$ cat src/rtl/gcd_pkg.sv
// Shared types and helpers for the gcd scheduler slice: FSM state encoding,
// default datapath width and the id-width helper.
package gcd_pkg;

    localparam int GCD_W = 32;

    typedef enum logic [1:0] {
        IDLE  = 2'd0,
        ISSUE = 2'd1,
        WAIT  = 2'd2,
        RESP  = 2'd3
    } state_e;

    // Bits needed to index n items (n >= 2).
    function automatic int clog2(input int n);
        int r;
        r = 0;
        for (int i = 0; i < 31; i++) begin
            if ((1 << i) < n) r = i + 1;
        end
        return r;
    endfunction

endpackage

$ cat src/rtl/gcd_rr_arb.sv
// Rotating-priority arbiter: grants the first requester at or after ptr,
// scanning upward with wrap-around. Purely combinational.
module gcd_rr_arb
    import gcd_pkg::*;
#(
    parameter int NREQ = 4
) (
    input  logic [NREQ-1:0]         req,
    input  logic [clog2(NREQ)-1:0]  ptr,
    output logic [NREQ-1:0]         gnt,
    output logic [clog2(NREQ)-1:0]  gnt_idx,
    output logic                    gnt_any
);

    localparam int IDW = clog2(NREQ);

    always_comb begin : scan
        int             idx;
        logic [IDW-1:0] sel;
        // NOTE: every output gets a default before the loop so no path leaves
        // a value unassigned, which would otherwise infer a latch.
        gnt     = '0;
        gnt_idx = '0;
        gnt_any = 1'b0;
        idx     = 0;
        sel     = '0;
        for (int off = 0; off < NREQ; off++) begin
            idx = int'(ptr) + off;
            if (idx >= NREQ) idx = idx - NREQ;
            sel = IDW'(idx);
            if (!gnt_any && req[sel]) begin
                gnt_any  = 1'b1;
                gnt[sel] = 1'b1;
                gnt_idx  = sel;
            end
        end
    end

endmodule

$ cat src/rtl/gcd_sched.sv
// Shares one gcd engine among NREQ requesters: round-robin accept, local
// zero-operand bypass, engine start/done sequencing and a tagged response.
module gcd_sched
    import gcd_pkg::*;
#(
    parameter int NREQ = 4,
    parameter int W    = GCD_W,
    parameter int CW   = 16
) (
    input  logic                    clk,
    input  logic                    resetn,
    input  logic [NREQ-1:0]         req_valid,
    input  logic [NREQ*W-1:0]       req_opa,
    input  logic [NREQ*W-1:0]       req_opb,
    output logic [NREQ-1:0]         req_ready,
    output logic                    rsp_valid,
    output logic [clog2(NREQ)-1:0]  rsp_id,
    output logic [W-1:0]            rsp_result,
    output logic [CW-1:0]           rsp_cycles,
    input  logic                    rsp_ready,
    output logic [W-1:0]            eng_opa,
    output logic [W-1:0]            eng_opb,
    output logic                    eng_start,
    input  logic [W-1:0]            eng_result,
    input  logic                    eng_done
);

    localparam int IDW = clog2(NREQ);

    state_e          state_q, state_d;
    logic [IDW-1:0]  ptr_q, ptr_d;
    logic [IDW-1:0]  id_q, id_d;
    logic [W-1:0]    opa_q, opa_d, opb_q, opb_d, res_q, res_d;
    logic [CW-1:0]   cnt_q, cnt_d, cyc_q, cyc_d;

    logic [NREQ-1:0] gnt;
    logic [IDW-1:0]  gnt_idx;
    logic            gnt_any;
    logic [W-1:0]    gnt_opa, gnt_opb;
    logic [CW-1:0]   cnt_inc;

    gcd_rr_arb #(.NREQ(NREQ)) u_arb (
        .req     (req_valid),
        .ptr     (ptr_q),
        .gnt     (gnt),
        .gnt_idx (gnt_idx),
        .gnt_any (gnt_any)
    );

    assign gnt_opa = req_opa[int'(gnt_idx)*W +: W];
    assign gnt_opb = req_opb[int'(gnt_idx)*W +: W];
    assign cnt_inc = (cnt_q == '1) ? cnt_q : cnt_q + CW'(1);

    always_comb begin
        state_d   = state_q;
        ptr_d     = ptr_q;
        id_d      = id_q;
        opa_d     = opa_q;
        opb_d     = opb_q;
        res_d     = res_q;
        cnt_d     = cnt_q;
        cyc_d     = cyc_q;
        req_ready = '0;
        rsp_valid = 1'b0;
        eng_start = 1'b0;
        case (state_q)
            IDLE: begin
                if (gnt_any) begin
                    req_ready = gnt;
                    opa_d     = gnt_opa;
                    opb_d     = gnt_opb;
                    id_d      = gnt_idx;
                    ptr_d     = (gnt_idx == IDW'(NREQ - 1)) ? '0 : gnt_idx + IDW'(1);
                    // A zero operand makes the answer the other operand (0 for 0,0).
                    if (gnt_opa == '0 || gnt_opb == '0) begin
                        res_d   = (gnt_opb == '0) ? gnt_opa : gnt_opb;
                        cyc_d   = '0;
                        state_d = RESP;
                    end else begin
                        state_d = ISSUE;
                    end
                end
            end
            ISSUE: begin
                eng_start = 1'b1;
                cnt_d     = '0;
                state_d   = WAIT;
            end
            WAIT: begin
                cnt_d = cnt_inc;
                // The engine cleared done when it sampled start, so done here is ours.
                if (eng_done) begin
                    res_d   = eng_result;
                    cyc_d   = cnt_inc;
                    state_d = RESP;
                end
            end
            RESP: begin
                rsp_valid = 1'b1;
                if (rsp_ready) state_d = IDLE;
            end
            default: state_d = IDLE;
        endcase
    end

    always_ff @(posedge clk or negedge resetn) begin
        if (!resetn) begin
            state_q <= IDLE;
            ptr_q   <= '0;
            id_q    <= '0;
            opa_q   <= '0;
            opb_q   <= '0;
            res_q   <= '0;
            cnt_q   <= '0;
            cyc_q   <= '0;
        end else begin
            // NOTE: non-blocking assignments so every flop samples the values
            // from before this edge, independent of statement order.
            state_q <= state_d;
            ptr_q   <= ptr_d;
            id_q    <= id_d;
            opa_q   <= opa_d;
            opb_q   <= opb_d;
            res_q   <= res_d;
            cnt_q   <= cnt_d;
            cyc_q   <= cyc_d;
        end
    end

    assign rsp_id     = id_q;
    assign rsp_result = res_q;
    assign rsp_cycles = cyc_q;
    assign eng_opa    = opa_q;
    assign eng_opb    = opb_q;

endmodule

$ cat config.mk
export PLATFORM = sky130hd
export DESIGN_NAME = gcd_sched
export DESIGN_NICKNAME = d
export VERILOG_FILES = /design/src/rtl/gcd_pkg.sv /design/src/rtl/gcd_rr_arb.sv /design/src/rtl/gcd_sched.sv
export SDC_FILE = /design/constraint.sdc
export NUM_CORES = 1
export LEC_CHECK = 0
export ABC_AREA = 0
export BUFFER_PORTS_ARGS = -buffer_cell sky130_fd_sc_hd__buf_2
export CAP_MARGIN = 20
export CORE_MARGIN = 3
export CORE_UTILIZATION = 35
export DETAILED_ROUTE_END_ITERATION = 10
export PLACE_DENSITY = 0.62
export SLEW_MARGIN = 15
export SYNTH_ARGS = -nofsm -noshare
export SYNTH_HDL_FRONTEND = slang
export SYNTH_SLANG_ARGS = --single-unit
$ cat constraint.sdc
create_clock -name clk -period 6.6 [get_ports clk]
set_input_delay 1.65 -clock clk [delete_from_list [all_inputs] [get_ports clk]]
set_output_delay 1.65 -clock clk [all_outputs]
set_load 0.05 [all_outputs]
==> key figures <==
Timing
  • Skew final: 0.0111 ns
  • Setup_tns: 0 ns
  • RSZ-0062 raised after global routing: no
  • Achievable Freq: roughly 170 MHz
  • Slew @ Worst Pin: 0.834 ns
  • Max transition margin: 44.4%
  • Max-slew violation count: 0
  • Final min period: 5.99 ns
  • Period utilisation layout: 90.7%
  • Final hold violations: 0
  • # setup viols final: 0

GRT
  • Largest net degree at the start of global routing: 78
  • Antenna violations before repair: 9
  • First-pass GRT wire length: 74500 um
  • Vias in the first global route: 11439
  • Gr ovfl total: 0
  • Global Route Usage Sum: 31.9%

Synth
  • Async SR Flop Fraction: 100%
  • Cell area after synthesis: 10300 sq um
  • Synth Flop Type: dfrtp_1
  • Syn. warnings: 0
  • Post-synth EDFFs: 0
  • Syn Area/Cell: 8.44 sq um
  • Net Count, Synth: ~1500
  • Seq/Total Area, Yosys: between 30% and 40%
  • Syn Inst Count: 1220
  • Register bit count reported by yosys: approximately 130
  • Yosys cell types: 80

Layout
  • Nets: 1909
  • Post-layout util: a little under half
  • Layout cells sized above 1: about 39%
  • Fill count: 2952
  • Area grow syn2layout: 30.8%

Setup path
  • Worst-path fanout max: 48
  • CP endpoint kind: register
  • CP max stage cell: a221oi_1
  • Worst path cell trace: buf_2 > mux4_2 > nor2b_2 > buf_4 > o21ai_0 > a221oi_1 > a32oi_1 > nor4b_2 > nand4b_2 > nor3_2 > a311oi_4 > buf_12 > mux2_4
  • CP Launch Type: primary input
  • CP max stage delay: 0.64 ns
  • Data required, critical path: between 6 and 7 ns
  • CP Class: primary input to register
  • Arr. time, crit path: 6.29 ns

Power
  • VDD IR max: 0.389 mV
  • P_leak: roughly 6.6 nW
  • Pwr/cell area: 708 nW/um^2

Die
  • Die Span X: 178 um
  • Die Y: 178 um
  • Area of the core: 28900 sq um
  • # rows: 62
  • Die area: ~32000 sq um
  • IO Pins: 416
  • Initial Util: between 30 and 40%

CTS
  • Cts hold-fix bufs: 0
  • Post-CTS Resized: 0
  • Clock root buffer: clkbuf_16
  • Post-CTS Setup Inserts: 0
  • CTS sink cnt: 134
  • TritonCTS Buffers: 17
  • CTS tree: built
  • Clk slew on worst S/H paths: 0.06 ns
  • Max clock buf depth: 2
  • H-Tree Depth: 4
  • Clock latency on the worst-skew pair: around 0.42 ns

Placed design
  • Port bufs: 415
  • Post-DP HPWL: 40800 um
  • RePlAce Congestion: 0.982

Route
  • Routed vias: 11934
  • Drt wl/cell: 25.6 um
  • First DRT Iteration DRCs: roughly 1300
  • DRC: 0
  • Routed Antenna Nets: 0
  • Final WL: 51400 um
  • Drt pass-1 iters: 5
  • Vias per cell: 5.95

Hold path
  • Hold Path Class: register to register

Flow run
  • MaxCap Viol Count: 0

Run status
  • Outcome: completed
-- cells in the mapped netlist, types with 25 or more instances --
| master | number | area (sq um) |
|---|---|---|
| o22ai_1 | 25 | 156 |
| a211oi_1 | 34 | 255 |
| o21ai_0 | 91 | 455 |
| nor2_1 | 52 | 195 |
| clkbuf_1 | 67 | 251 |
| mux2_2 | 80 | 901 |
| nand3_1 | 68 | 340 |
| dfrtp_1 | 134 | 3350 |
| mux2i_1 | 57 | 571 |
| a21oi_1 | 36 | 180 |
| nand2_1 | 183 | 687 |
| inv_1 | 34 | 128 |
| and3_1 | 40 | 250 |
-- layout by cell type, fill, tap and decap left out, drive strengths merged, types with 6 or more instances in the layout --
| cell type | Yosys | final |
|---|---|---|
| buf | 38 | 466 |
| nand2 | 184 | 184 |
| dfrtp | 134 | 134 |
| o21ai | 94 | 94 |
| mux2 | 82 | 82 |
| nand3 | 70 | 70 |
| mux2i | 57 | 57 |
| nor2 | 52 | 52 |
| and3 | 40 | 40 |
| a21oi | 37 | 37 |
| inv | 35 | 36 |
| a211oi | 34 | 34 |
| o22ai | 25 | 25 |
| clkbuf | 67 | 22 |
| nor3 | 21 | 21 |
| o31ai | 17 | 17 |
| nor4 | 16 | 16 |
| or3 | 13 | 13 |
| ha | 13 | 13 |
| a221o | 12 | 12 |
| a222oi | 12 | 12 |
| a31oi | 11 | 11 |
| o221ai | 10 | 10 |
| or2 | 10 | 10 |
| a21o | 9 | 9 |
| diode | 0 | 8 |
| nand4 | 8 | 8 |
| a31o | 8 | 8 |
| a221oi | 8 | 8 |
| o211a | 8 | 8 |
| o211ai | 7 | 7 |
| a22oi | 6 | 6 |
-- state kept, by name, summed over array words and instances, names as in the netlist --
name,cells
cnt_q,16
ptr_q,2
rsp_cycles,16
eng_opb,32
eng_opa,32
rsp_id,2
state_q,2
rsp_result,32
-- through the flow --
stage	instances	setup slack, ns	instance area, sq um	hold slack (ns)	power (mW)
floorplan	1220	0.877	10300	0.505	6.14
global placement	1965	0.341	12900	0.458	8.47
detailed placement	1965	0.294	12900	0.466	8.51
CTS	1997	0.717	13500	0.479	9.47
global route	2005	0.485	13500	0.499	10.1
finish	2005	0.611	13500	0.475	9.54
-- layer usage --
| metal | up-vias | GRT usage (%) | share of wire [%] | routed length (um) |
|---|---|---|---|---|
| li1 | 5339 | - | - | - |
| met1 | 5772 | 40.1 | 40 | 20400 |
| met2 | 698 | 52.3 | 47 | 24000 |
| met3 | 123 | 7.21 | 8.6 | 4420 |
| met4 | 2 | 14.5 | 4.9 | 2510 |
| met5 | - | 0 | 0.039 | 20 |
-- critical path: cells and delay by family --
kind,cells,cell delay [ns]
AO/OA/AOI/OAI,4,1.31
AND/OR/NAND/NOR,4,1.59
buffers and inverters,3,0.77
multiplexers,2,0.92
-- cells by family after synthesis --
| kind of cell | Yosys count | synth area share, % |
|---|---|---|
| AOI/OAI and AO/OA | 346 | 23.6 |
| xor gates and xnor gates | 8 | 0.680 |
| adders and majority gates | 13 | 1.58 |
| buffers and inverters | 140 | 5.83 |
| DFF | 134 | 32.6 |
| muxes | 143 | 15.5 |
| and+or+nand+nor | 436 | 20.3 |
-- power by group --
part	internal, mW	total (mW)	switching, mW
Combinational	2.25	7.20	4.95
Clock	0.568	0.938	0.370
Sequential	1.18	1.40	0.220
Total	4.00	9.54	5.54
-- layout make-up --
type,instances,area (sq um),area share (%)
clock buffers,22,494,3.67
clock inverters,10,95.1,0.706
inverters,35,131,0.975
repair buffers,466,2490,18.5
flip-flops and latches,134,3350,24.9
multi-input cells,946,6410,47.6
well taps,384,480,3.56
diodes,8,20.0,0.149
-- worst paths after layout --
path	start	end	slack, ns	depth (start not counted)
min in group asynchronous	resetn	eng_opa[14]	1.27	1
setup reg to reg	ptr_q[1]	rsp_cycles[14]	1.03	15
setup / recovery	req_valid[2]	rsp_cycles[14]	0.61	13
hold reg to reg	eng_opa[5]	eng_opa[5]	0.47	2
hold / removal	eng_opa[5]	eng_opa[5]	0.47	2
max in group asynchronous	resetn	ptr_q[0]	4.03	2
(Power assumes the default switching activity.)
